--- src/rtl/fifo_read_ctrl_if.sv ---
// Signal bundle between the burst read engine, the FIFO read port and the downstream sink.
// The master modport is the engine side; slave is the FIFO/sink environment.
interface fifo_read_ctrl_if #(
    parameter int unsigned BITS    = 12,
    parameter int unsigned LEN_W   = 8,
    parameter int unsigned STALL_W = 16
);
    logic               start;
    logic [LEN_W-1:0]   burst_len;
    logic               fifo_empty;
    logic               fifo_rd;
    logic [BITS-1:0]    fifo_rdata;
    logic [BITS-1:0]    out_data;
    logic               out_valid;
    logic               out_ready;
    logic               busy;
    logic               done;
    logic [STALL_W-1:0] stall_cnt;

    modport master (
        input  start, burst_len, fifo_empty, fifo_rdata, out_ready,
        output fifo_rd, out_data, out_valid, busy, done, stall_cnt
    );

    modport slave (
        output start, burst_len, fifo_empty, fifo_rdata, out_ready,
        input  fifo_rd, out_data, out_valid, busy, done, stall_cnt
    );
endinterface

--- src/rtl/fifo_read_ctrl.sv ---
// Burst read engine: issues FIFO reads, hides the one-cycle read latency in a
// 2-entry skid buffer and hands words downstream on valid/ready.
module fifo_read_ctrl #(
    parameter int unsigned BITS    = 12,
    parameter int unsigned LEN_W   = 8,
    parameter int unsigned STALL_W = 16
) (
    input logic            clk,
    input logic            rst_n,
    fifo_read_ctrl_if.master bus
);

    typedef enum logic [1:0] {
        S_IDLE  = 2'd0,
        S_RUN   = 2'd1,
        S_DRAIN = 2'd2
    } state_t;

    localparam logic [STALL_W-1:0] STALL_MAX = '1;

    state_t             r_state, w_state_nxt;
    logic [LEN_W-1:0]   r_remaining, w_remaining_nxt;
    logic [STALL_W-1:0] r_stall, w_stall_nxt;
    logic [1:0]         r_occ, w_occ_nxt, w_occ_kept;
    logic               r_inflight;
    logic [BITS-1:0]    r_buf0, r_buf1, w_buf0_nxt, w_buf1_nxt;
    logic               r_valid, r_busy, r_done, w_done_nxt;
    logic               w_pop, w_room, w_rd;

    // Next-state, buffer and counter logic
    always_comb begin
        w_state_nxt     = r_state;
        w_remaining_nxt = r_remaining;
        w_stall_nxt     = r_stall;
        w_buf0_nxt      = r_buf0;
        w_buf1_nxt      = r_buf1;

        w_pop      = r_valid && bus.out_ready;
        w_occ_kept = r_occ - 2'(w_pop);
        // A read is only allowed if the word it returns is guaranteed a slot
        w_room     = (3'(w_occ_kept) + 3'(r_inflight)) < 3'd2;
        w_rd       = (r_state == S_RUN) && (r_remaining != '0) && !bus.fifo_empty && w_room;
        w_occ_nxt  = w_occ_kept + 2'(r_inflight);

        if (w_pop) begin
            w_buf0_nxt = r_buf1;
        end
        if (r_inflight) begin
            if (w_occ_kept == 2'd0) begin
                w_buf0_nxt = bus.fifo_rdata;
            end else begin
                w_buf1_nxt = bus.fifo_rdata;
            end
        end

        if (w_rd) begin
            w_remaining_nxt = r_remaining - LEN_W'(1);
        end
        if ((r_state == S_RUN) && (r_remaining != '0) && bus.fifo_empty && (r_stall != STALL_MAX)) begin
            w_stall_nxt = r_stall + STALL_W'(1);
        end

        unique case (r_state)
            S_IDLE: begin
                if (bus.start) begin
                    if (bus.burst_len != '0) begin
                        w_remaining_nxt = bus.burst_len;
                        w_stall_nxt     = '0;
                        w_state_nxt     = S_RUN;
                    end else begin
                        w_state_nxt = S_DRAIN;
                    end
                end
            end
            S_RUN: begin
                if (w_remaining_nxt == '0) begin
                    w_state_nxt = S_DRAIN;
                end
            end
            S_DRAIN: begin
                if ((r_occ == 2'd0) && !r_inflight) begin
                    w_state_nxt = S_IDLE;
                end
            end
            default: w_state_nxt = S_IDLE;
        endcase

        // done is registered so it lands on the final DRAIN cycle
        w_done_nxt = (w_state_nxt == S_DRAIN) && (w_occ_nxt == 2'd0) && !w_rd;
    end

    always_ff @(posedge clk or negedge rst_n) begin
        if (!rst_n) begin
            r_state     <= S_IDLE;
            r_remaining <= '0;
            r_stall     <= '0;
            r_occ       <= 2'd0;
            r_inflight  <= 1'b0;
            r_buf0      <= '0;
            r_buf1      <= '0;
            r_valid     <= 1'b0;
            r_busy      <= 1'b0;
            r_done      <= 1'b0;
        end else begin
            r_state     <= w_state_nxt;
            r_remaining <= w_remaining_nxt;
            r_stall     <= w_stall_nxt;
            r_occ       <= w_occ_nxt;
            r_inflight  <= w_rd;
            r_buf0      <= w_buf0_nxt;
            r_buf1      <= w_buf1_nxt;
            r_valid     <= (w_occ_nxt != 2'd0);
            r_busy      <= (w_state_nxt != S_IDLE);
            r_done      <= w_done_nxt;
        end
    end

    assign bus.fifo_rd   = w_rd;
    assign bus.out_data  = r_buf0;
    assign bus.out_valid = r_valid;
    assign bus.busy      = r_busy;
    assign bus.done      = r_done;
    assign bus.stall_cnt = r_stall;

endmodule

--- src/flat_wrapper.sv ---
// flat-port wrapper written by rule: the top's interface ports become plain ports
module fifo_read_ctrl_flat 
#(
    parameter int unsigned BITS    = 12,
    parameter int unsigned LEN_W   = 8,
    parameter int unsigned STALL_W = 16
)
  (clk, rst_n, bus_start, bus_burst_len, bus_fifo_empty, bus_fifo_rdata, bus_out_ready, bus_fifo_rd, bus_out_data, bus_out_valid, bus_busy, bus_done, bus_stall_cnt);
  fifo_read_ctrl_if #(.BITS(BITS), .LEN_W(LEN_W), .STALL_W(STALL_W)) bus_i ();
  input logic clk;
  input logic rst_n;
  input wire logic [$bits(bus_i.start)-1:0] bus_start;
  input wire logic [$bits(bus_i.burst_len)-1:0] bus_burst_len;
  input wire logic [$bits(bus_i.fifo_empty)-1:0] bus_fifo_empty;
  input wire logic [$bits(bus_i.fifo_rdata)-1:0] bus_fifo_rdata;
  input wire logic [$bits(bus_i.out_ready)-1:0] bus_out_ready;
  output wire logic [$bits(bus_i.fifo_rd)-1:0] bus_fifo_rd;
  output wire logic [$bits(bus_i.out_data)-1:0] bus_out_data;
  output wire logic [$bits(bus_i.out_valid)-1:0] bus_out_valid;
  output wire logic [$bits(bus_i.busy)-1:0] bus_busy;
  output wire logic [$bits(bus_i.done)-1:0] bus_done;
  output wire logic [$bits(bus_i.stall_cnt)-1:0] bus_stall_cnt;
  assign bus_i.start = bus_start;
  assign bus_i.burst_len = bus_burst_len;
  assign bus_i.fifo_empty = bus_fifo_empty;
  assign bus_i.fifo_rdata = bus_fifo_rdata;
  assign bus_i.out_ready = bus_out_ready;
  assign bus_fifo_rd = bus_i.fifo_rd;
  assign bus_out_data = bus_i.out_data;
  assign bus_out_valid = bus_i.out_valid;
  assign bus_busy = bus_i.busy;
  assign bus_done = bus_i.done;
  assign bus_stall_cnt = bus_i.stall_cnt;
  fifo_read_ctrl #(.BITS(BITS), .LEN_W(LEN_W), .STALL_W(STALL_W)) u_core (.clk(clk), .rst_n(rst_n), .bus(bus_i));
endmodule
--- config.mk ---
export PLATFORM = sky130hd
export DESIGN_NAME = fifo_read_ctrl_flat
export DESIGN_NICKNAME = d
export VERILOG_FILES = /design/src/rtl/fifo_read_ctrl_if.sv /design/src/rtl/fifo_read_ctrl.sv /design/src/flat_wrapper.sv
export SDC_FILE = /design/constraint.sdc
export NUM_CORES = 1
export LEC_CHECK = 0
export ABC_AREA = 0
export BUFFER_PORTS_ARGS = -buffer_cell sky130_fd_sc_hd__buf_4
export CAP_MARGIN = 20
export CORE_MARGIN = 4
export CORE_UTILIZATION = 49
export DETAILED_ROUTE_END_ITERATION = 10
export GPL_TIMING_DRIVEN = 0
export MAX_ROUTING_LAYER = met4
export PLACE_DENSITY = 0.72
export SYNTH_ARGS = -nofsm -noshare
export SYNTH_HDL_FRONTEND = slang
export SYNTH_SLANG_ARGS = --single-unit
--- constraint.sdc ---
create_clock -name clk -period 2.8 [get_ports clk]
set_input_delay 0.14 -clock clk [delete_from_list [all_inputs] [get_ports clk]]
set_output_delay 0.14 -clock clk [all_outputs]
set_load 0.005 [all_outputs]
==> results of run 1 <==
==> path summary, 6_finish.rpt <==
| kind | startpoint | end | slack, ps | cells after the start |
|---|---|---|---|---|
| worst min register to register | u_core.r_buf1[4] | u_core.r_buf1[4] | 520 | 1 |
| max in group asynchronous | rst_n | u_core.r_remaining[2] | 1930 | 2 |
| min in group asynchronous | rst_n | u_core.bus.out_data[11] | 410 | 2 |
| worst max register to register | u_core.bus.out_valid | u_core.bus.done | 170 | 13 |
| worst max-delay path | u_core.bus.out_valid | u_core.bus.done | 170 | 13 |
| worst min-delay path | bus_burst_len[2] | u_core.r_remaining[2] | 50 | 3 |
==> tightest hold or removal path: stages <==
cell	delay, ps
buf_4	80
nand2_1	40
o21ai_1	60
==> synthesized netlist by cell type (2+ instances only) <==
master / number
ha_1: 5
a21oi_1: 19
o31ai_1: 2
and3_1: 3
nor2_1: 27
a211oi_1: 4
mux2i_1: 15
inv_1: 10
xnor2_1: 13
dfrtp_1: 56
nand4_1: 3
clkbuf_1: 4
xor2_1: 2
nand3b_1: 2
mux2_2: 12
o21ai_1: 6
nor3_1: 7
nor4_1: 7
nand2_1: 16
o21ai_0: 7
buf_2: 6
or3_1: 2
or4_1: 3
nand3_1: 7
==> flip-flops by register name, indices dropped and copies added (netlist names) <==
register,cells
u_core.bus.stall_cnt,16
u_core.bus.out_data,12
u_core.r_buf1,12
u_core.r_remaining,8
u_core.r_occ,2
u_core.r_state,2
u_core.bus.busy,1
u_core.bus.done,1
u_core.bus.out_valid,1
u_core.r_inflight,1
==> where the power goes <==
part           leakage [nW]  switching [mW]  internal [mW]
combinational         0.863           0.700          0.783
clock                0.0445           0.275          0.178
sequential            0.703           0.247           1.12
total                  1.61            1.22           2.08
==> final cells by class <==
cell class	count	area (µm²)
flip-flops and latches	56	1400
inverters	10	37.5
clock inverters	3	21.3
multi-input cells	194	1460
clock buffers	5	68.8
fillers	484	1940
well taps	72	90.1
plain buffers	11	60.1
repair buffers	65	490
==> logic make-up after synthesis <==
family                   after synthesis  share of synthesized area
multiplexers                          27                     0.0997
flip-flops                            56                      0.490
adder cells (fa/ha/maj)                5                     0.0219
buffers and inverters                 21                     0.0302
AO/OA/AOI/OAI                         54                      0.127
AND/OR/NAND/NOR                       93                      0.185
XOR/XNOR                              15                     0.0459
==> metal layers <==
layer | vias up | part of all wire | GRT usage
met5 | - | 0 | -
met3 | 7 | 0.051 | 0.0373
met4 | 0 | 0.0091 | 0.0518
li1 | 1131 | - | -
met1 | 1162 | 0.45 | 0.246
met2 | 63 | 0.49 | 0.312
==> repair_timing <==
| item | in CTS | in global routing |
|---|---|---|
| gates resized for setup | 8 | 10 |
| pin swaps | 2 | 5 |
| hold buffers | 1 | 0 |
| buffers inserted | 1 | 7 |
| setup endpoints to repair | 9 | 7 |
| endpoints found under the hold margin | 56 | 0 |
==> per-stage QoR <==
step                setup TNS (ps)  hold slack (ps)   util  total power, mW
detailed placement           -1060              234  0.605             2.68
finish                           0             49.7  0.652             3.30
global route                 -2.78             43.4  0.652             3.56
CTS                              0             45.5  0.631             3.19
floorplan                        0             -156      -             2.20
global placement             -1110              244  0.605             2.63
==> summary.md, run 1 <==
| Metric | Value |
|---|---|
| Main area contributors after synthesis | dfrtp_1 (49%), mux2i_1 (5.2%), mux2_2 (4.7%) |
| Layout overhead on the synthesized area | 27.0% |
| Via count of the first global-routing pass | 2318 |
| Buffer depth of the longest clock path | 2 |
| Part of the Yosys area used for sequential elements | 0.490 |
| Top-area cell type share of the netlist area | 0.490 |
| Per-instance average area after synthesis | 10.6 µm² |
| # port buffers | 56 |
| Crit path max fanout | 5 |
| CTS root buffer | clkbuf_8 |
| Iteration-0 DRC Markers | 125 |
| Pre-antenna DRT Iters | 4 |
| Clk_lat worst skew | 320 ps |
| HPWL after detailed placement | 4.48 mm |
| Post-synthesis instance area | 2860 µm² |
| DRT antenna net count | 0 |
| Area enclosed by the die boundary | 7120 µm² |
| Worst Setup Slack, final | 173 ps |
| Crit path DAT | 2850 ps |
| Clock-pin slew on the worst setup and hold paths | 100 ps |
| Final clock period utilization by the worst path | 0.938 |
| Row cnt | 27 |
| Required time of the critical path | 3020 ps |
| Routability cong. | 0.852 |
| Cell taking the most area after synthesis | dfrtp_1 |
| Worst slack, placed | -322 ps |
| Fraction of final layout cells with drive strength greater than 1 | 0.331 |
| Total Routing Usage GR | 0.192 |
| Diodes inserted | 0 |
| Slowest cell on the critical path | dfrtp_1 |
| Worst hold path class | primary input to register |
| CTS tree | done |
| Core region area | 5570 µm² |
| Worst Path Buf+Inv | 4 |
| Maximum number of pins on one net before global-route repair | 57 |
| Most frequent standard cell in the layout excluding fill and tap cells | buf_4 |
| Cell variety after synth | 57 |
| Most common cell on crit path | inv_1 |
| Routed via count divided by cell count | 5.68 |
| Ports placed on the boundary | 57 |
| Leakage power summed over all cells | 1.61 nW |
| Commonest non-fill, non-tap cells in the layout | buf_4 (64), dfrtp_1 (56), nor2_1 (27) |
| Wire length of the first global-routing pass | 10.9 mm |
| Dominant register cell in the synthesized netlist | dfrtp_1 |
| Chip Height | 84.4 µm |
| Via count | 2363 |
| Total of flip-flops plus latches after synthesis | 56 |
| Status | completed |
| Gate count of the mapped netlist | 271 |
| Wire per inst | 15.5 µm |
| DRC viols | 0 |
| Highest clock frequency the design can meet | 381 MHz |
| Post-Route Skew | 13.2 ps |
| Fraction of synthesis flops using an asynchronous set or reset pin | 1.00 |
| CTS buffer count | 5 |
| Slowest cell delay on critical path | 420 ps |
| Initial core utilization | 0.513 |
| Rel. slew slack | 0.443 |
| Die X | 84.4 µm |
| DP Area | 3370 µm² |
| Instance count after placement with tap cells included | 399 |
| Total of endpoints with negative setup slack in the final report | 0 |
| Cells along the critical path | nand2_4, buf_8, inv_1, ha_4, inv_1, ha_1, inv_1, ha_4, nand4bb_4, nor3_4, mux2i_2, a41oi_2, nor4_1 |
| Total Nets Final | 373 |
| Leftover overflow at the end of global routing | 0 |
| Max-slew violation count | 0 |
| Critical path launch point type | register |
| Start-to-end type of the worst setup path | register to register |
| Slew at the pin closest to its max-slew limit | 829 ps |
| Peak VDD IR | 0.554 mV |
| Number of max-cap violations | 0 |
| Post-synth EDFFs | 0 |
| Nets in the synthesized netlist | 301 |
| Final hold violations | 0 |
| Clock Sink Count | 56 |
| Min cycle time layout | 2630 ps |
| Total wire length | 6.45 mm |
| Warnings, synthesis | 0 |
| Type of destination of the critical path | register |
| Initial antenna violation count | 0 |
| Pwr dens | 908 nW/µm² |
| H-tree depth | 2 |
| Kind of cell adding the most delay to the critical path | simple AND/OR/NAND/NOR gates |
| Design Area, Final | 3630 µm² |
| Fin cells | 416 |
No activity file was read; power rests on OpenSTA's default activity.
==> run 2: changes to the inputs <==
--- a/config.mk
+++ b/config.mk
@@ -8,8 +8,10 @@
 export ABC_AREA = 0
 export BUFFER_PORTS_ARGS = -buffer_cell sky130_fd_sc_hd__buf_4
 export CAP_MARGIN = 20
+export CELL_PAD_IN_SITES_DETAIL_PLACEMENT = 1
+export CELL_PAD_IN_SITES_GLOBAL_PLACEMENT = 1
 export CORE_MARGIN = 4
-export CORE_UTILIZATION = 49
+export CORE_UTILIZATION = 38
 export DETAILED_ROUTE_END_ITERATION = 10
 export GPL_TIMING_DRIVEN = 0
 export MAX_ROUTING_LAYER = met4
==> run 2 against run 1 <==
Effect of this change: power increased by 3.3%; setup slack got worse by 6.6 ps; non-clock buffer count decreased by 2; die area increased by 26%; largest power group unchanged.
==> summary.md, run 2 (synthesis results as in run 1) <==
| Metric | Value |
|---|---|
| Via count of the first global-routing pass | 2413 |
| Min cycle time layout | 2630 ps |
| Wire per inst | 17.1 µm |
| Status | completed |
| Slowest cell delay on critical path | 430 ps |
| Pwr Total | 3.41 mW |
| Pre-antenna DRT Iters | 4 |
| Most frequent standard cell in the layout excluding fill and tap cells | buf_4 |
| Leftover overflow at the end of global routing | 0 |
| Via count | 2316 |
| Worst Setup Slack, final | 166 ps |
| Wire length of the first global-routing pass | 12.3 mm |
| Fraction of met1 tracks used by global routing | 0.238 |
| Total Routing Usage GR | 0.177 |
| Slew at the pin closest to its max-slew limit | 842 ps |
| Layout overhead on the synthesized area | 28.9% |
| Leakage power summed over all cells | 1.61 nW |
| Buffer depth of the longest clock path | 2 |
| Worst slack, placed | -449 ps |
| CTS buffer count | 5 |
| HPWL after detailed placement | 5.20 mm |
| Final clock period utilization by the worst path | 0.941 |
| Total Nets Final | 371 |
| Die X | 94.8 µm |
| Worst Path Buf+Inv | 4 |
| Area enclosed by the die boundary | 8980 µm² |
| Type of destination of the critical path | register |
| Total wire length | 7.53 mm |
| Multi-input logic area | 1490 µm² |
| Clock Sink Count | 56 |
| Routed via count divided by cell count | 5.25 |
| Clock-pin slew on the worst setup and hold paths | 110 ps |
| Fin cells | 441 |
| Final hold violations | 0 |
| Kind of cell adding the most delay to the critical path | simple AND/OR/NAND/NOR gates |
| # port buffers | 56 |
| Crit path DAT | 2850 ps |
| Diodes inserted | 0 |
| Slowest cell on the critical path | dfrtp_1 |
| GR Util met2 | 0.286 |
| Required time of the critical path | 3020 ps |
| Fraction of final layout cells with drive strength greater than 1 | 0.333 |
| DRT antenna net count | 0 |
| Crit path max fanout | 4 |
| Global Route met3 Usage | 0.0303 |
| CTS tree | done |
| Total area of sequential cells | 1400 µm² |
| Switching component of the power | 1.32 mW |
| DRC viols | 0 |
| Initial antenna violation count | 0 |
| Chip Height | 94.8 µm |
| TNS Setup | 0 ps |
| Number of flip-flops under the largest register name | 16 |
| Core region area | 7290 µm² |
| Ports placed on the boundary | 57 |
| Commonest non-fill, non-tap cells in the layout | buf_4 (62), dfrtp_1 (56), nor2_1 (27) |
| Total of endpoints with negative setup slack in the final report | 0 |
| Setup repair after global routing missed its margin | false |
| Post-Route Skew | 8.49 ps |
| Number of max-cap violations | 0 |
| Sequential share of power | 0.406 |
| DP Area | 3410 µm² |
| Clk_lat worst skew | 310 ps |
| Cell-internal power | 2.09 mW |
| Iteration-0 DRC Markers | 26 |
| Pwr dens | 925 nW/µm² |
| Final core utilization | 0.506 |
| Max-slew violation count | 0 |
| Routability cong. | 0.760 |
| Fill cell instance count of the final layout | 854 |
| Logic gate share of total power | 0.454 |
| Share of total power in the clock network | 0.140 |
| H-tree depth | 2 |
| Critical path launch point type | register |
| CTS root buffer | clkbuf_8 |
| Row cnt | 31 |
| Min Hold Slack | 49.4 ps |
| Switching Share | 0.387 |
| Instance count after placement with tap cells included | 426 |
| Peak VDD IR | 0.343 mV |
| Highest clock frequency the design can meet | 380 MHz |
| Initial core utilization | 0.392 |
| Start-to-end type of the worst setup path | register to register |
| Cells along the critical path | nand2_4, buf_8, inv_1, ha_4, inv_1, ha_1, inv_2, ha_4, and4bb_2, nand2_2, a221oi_4, a41oi_4, nor4_2 |
| Design Area, Final | 3690 µm² |
| Worst hold path class | primary input to register |
| Maximum number of pins on one net before global-route repair | 57 |
| Rel. slew slack | 0.434 |
| GR peak layer | met2 |
run 2: path summary, 6_finish.rpt:
check | startpoint | slack [ps] | end | cells past startpoint
max | u_core.bus.out_valid | 170 | u_core.bus.done | 13
min in group asynchronous | rst_n | 440 | u_core.bus.out_data[11] | 2
min | bus_burst_len[0] | 50 | u_core.r_remaining[0] | 3
min reg2reg | u_core.r_buf1[5] | 520 | u_core.r_buf1[5] | 1
max in group asynchronous | rst_n | 1870 | u_core.bus.stall_cnt[13] | 2
max reg2reg | u_core.bus.out_valid | 170 | u_core.bus.done | 13
run 2: worst reg2reg max path, cell delays in order (launching register included):
cell	delay, ps
dfrtp_1	430
nand2_4	100
buf_8	100
inv_1	50
ha_4	270
inv_1	40
ha_1	180
inv_2	70
ha_4	140
and4bb_2	280
nand2_2	90
a221oi_4	340
a41oi_4	180
nor4_2	290
run 2: area by class of cell:
type	count	area share
Timing Repair Buffer	63	0.129
Sequential cell	56	0.380
Clock inverter	3	0.00747
Inverter	10	0.0102
Clock buffer	5	0.0187
Multi-Input combinational cell	194	0.405
Buffer	11	0.0163
Tap cell	99	0.0336
run 2: routing by layer:
layer	routed length, µm	up-vias
met1	3520	1142
met2	3700	48
met3	275	4
met5	0	-
met4	28	0
li1	-	1122
run 2: timing repair:
action                                  4_1_cts  5_1_grt
setup buffers                                 3        3
endpoints found under the setup margin       11        5
gates resized for setup                      10       13
pin swaps                                     3        6
hold endpoints to repair                     56        0
hold buffers                                  1        0
run 2: power by group through the flow:
stage	combinational (mW)	sequential, mW	clock, mW
3_3_place_gp	1.28	1.36	0
3_5_place_dp	1.33	1.38	0
4_1_cts	1.41	1.37	0.501
5_1_grt	1.71	1.43	0.535
6_report	1.55	1.38	0.478
2_1_floorplan	0.867	1.33	0
==> run 3: changes to the inputs <==
--- a/config.mk
+++ b/config.mk
@@ -16,6 +16,7 @@
 export GPL_TIMING_DRIVEN = 0
 export MAX_ROUTING_LAYER = met4
 export PLACE_DENSITY = 0.72
+export SKIP_LAST_GASP = 1
 export SYNTH_ARGS = -nofsm -noshare
 export SYNTH_HDL_FRONTEND = slang
 export SYNTH_SLANG_ARGS = --single-unit
==> constraint.sdc (replaced) <==
create_clock -name clk -period 2.3 [get_ports clk]
set_input_delay 0.69 -clock clk [delete_from_list [all_inputs] [get_ports clk]]
set_output_delay 0.69 -clock clk [all_outputs]
set_load 0.005 [all_outputs]
==> run 3 against run 2 <==
Effect of this change: the flow now finishes with violations (setup timing); global-route usage grew 0.52 points; sequential cell count is the same; sequential power grew 22%; power grew 24%; non-clock buffer count shrank 1; largest cell class unchanged; highest routed layer unchanged.
==> summary.md, run 3 (synthesis results as in run 1) <==
| Metric | Value |
|---|---|
| Number of flip-flops under the largest register name | 16 |
| Multi-input logic area | 1520 µm² |
| Core region area | 7290 µm² |
| Total wire length | 7.32 mm |
| Slew at the pin closest to its max-slew limit | 707 ps |
| Peak VDD IR | 0.404 mV |
| Die X | 94.8 µm |
| Row cnt | 31 |
| Leftover overflow at the end of global routing | 0 |
| Violated checks | setup timing |
| Post-Route Skew | 4.73 ps |
| Design Area, Final | 3730 µm² |
| Final clock period utilization by the worst path | 1.13 |
| Total Nets Final | 370 |
| Commonest non-fill, non-tap cells in the layout | buf_4 (61), dfrtp_1 (53), nor2_1 (27) |
| Wire per inst | 16.6 µm |
| Crit path DAT | 1920 ps |
| Fill cell instance count of the final layout | 832 |
| Worst slack, placed | -836 ps |
| Chip Height | 94.8 µm |
| Routability cong. | 0.849 |
| Min cycle time layout | 2610 ps |
| Rel. slew slack | 0.529 |
| HPWL after detailed placement | 5.27 mm |
| Highest clock frequency the design can meet | 383 MHz |
| Initial core utilization | 0.392 |
| Area enclosed by the die boundary | 8980 µm² |
| Pwr Total | 4.24 mW |
| Wire length of the first global-routing pass | 12.6 mm |
| Number of max-cap violations | 0 |
| Critical path launch point type | primary input |
| Required time of the critical path | 1610 ps |
| Fraction of final layout cells with drive strength greater than 1 | 0.358 |
| Type of destination of the critical path | output pin |
| Leakage power summed over all cells | 1.63 nW |
| H-tree depth | 2 |
| Maximum number of pins on one net before global-route repair | 57 |
| Min Hold Slack | 426 ps |
| Initial antenna violation count | 0 |
| Iteration-0 DRC Markers | 81 |
| Total Routing Usage GR | 0.182 |
| Routed via count divided by cell count | 5.32 |
| Buffer depth of the longest clock path | 2 |
| Clock Sink Count | 56 |
| Pre-antenna DRT Iters | 4 |
| Via count | 2339 |
| DRT antenna net count | 0 |
| Status | complete, but fails checks |
| Layout overhead on the synthesized area | 30.4% |
| Diodes inserted | 0 |
| Pwr dens | 1140 nW/µm² |
| DRC viols | 0 |
| CTS tree | done |
| Ports placed on the boundary | 57 |
| Crit path max fanout | 2 |
| Total area of sequential cells | 1410 µm² |
| Max-slew violation count | 0 |
| Clock-pin slew on the worst setup and hold paths | 100 ps |
| CTS buffer count | 5 |
| Via count of the first global-routing pass | 2518 |
| Worst Setup Slack, final | -308 ps |
| Setup repair after global routing missed its margin | true |
| Start-to-end type of the worst setup path | primary input to output pin |
| DP Area | 3510 µm² |
| CTS hold repair buffers | 0 |
| CTS root buffer | clkbuf_8 |
| Clk_lat worst skew | 310 ps |
| # port buffers | 56 |
| Worst hold path class | primary input to async pin |
| Total of endpoints with negative setup slack in the final report | 4 |
| Final hold violations | 0 |
| Most frequent standard cell in the layout excluding fill and tap cells | buf_4 |
run 3: layout make-up:
cell class / instances / share of cell area
clock inverters: 2 / 0.0104
inverters: 10 / 0.0107
multi-input cells: 194 / 0.407
clock buffers: 6 / 0.0195
repair buffers: 63 / 0.130
plain buffers: 10 / 0.0124
flip-flops and latches: 56 / 0.377
well taps: 99 / 0.0332
run 3: critical path, cell delays in order:
cell and delay, ps:
buf_8 100, nand2_8 70, inv_4 30, ha_4 260
inv_2 40, ha_4 140, inv_2 60, ha_4 130
nand4bb_4 120, a21oi_4 160, buf_6 110
run 3: stage by stage:
step | setup TNS [ps] | std cells | utilization
after CTS | -682 | 438 | 0.505
after global routing | -1180 | 440 | 0.511
after global placement | -13430 | 426 | 0.482
after detailed placement | -14660 | 426 | 0.482
after floorplan | -1370 | 271 | -
final | -611 | 440 | 0.511
run 3: repair_timing:
item                       CTS  global route
gates resized for setup      9             8
buffers inserted             5             2
pin swaps                    2             0
setup endpoints to repair   27            20
run 3: worst paths after layout:
check,start,to,slack (ps),cells after the start
worst max-delay path,bus_out_ready,bus_fifo_rd,-310,11
max in group asynchronous,rst_n,u_core.r_remaining[0],1370,1
min in group clk,u_core.r_buf1[10],u_core.r_buf1[10],520,1
worst max register to register,u_core.bus.out_valid,u_core.bus.done,-140,12
worst min-delay path,rst_n,u_core.r_buf1[9],430,1
worst min register to register,u_core.r_buf1[10],u_core.r_buf1[10],520,1
run 3: per-layer routing:
layer	wire [µm]	up-vias	track usage
met1	3390	1174	0.229
met2	3700	34	0.308
li1	-	1125	-
met3	159	6	0.0239
met5	0	-	-
met4	76	0	0.0517
run 3: where the power goes:
group | internal (mW) | leakage [nW] | switching (mW)
clock | 0.330 | 0.0558 | 0.326
combinational | 0.990 | 0.870 | 0.903
sequential | 1.36 | 0.700 | 0.326
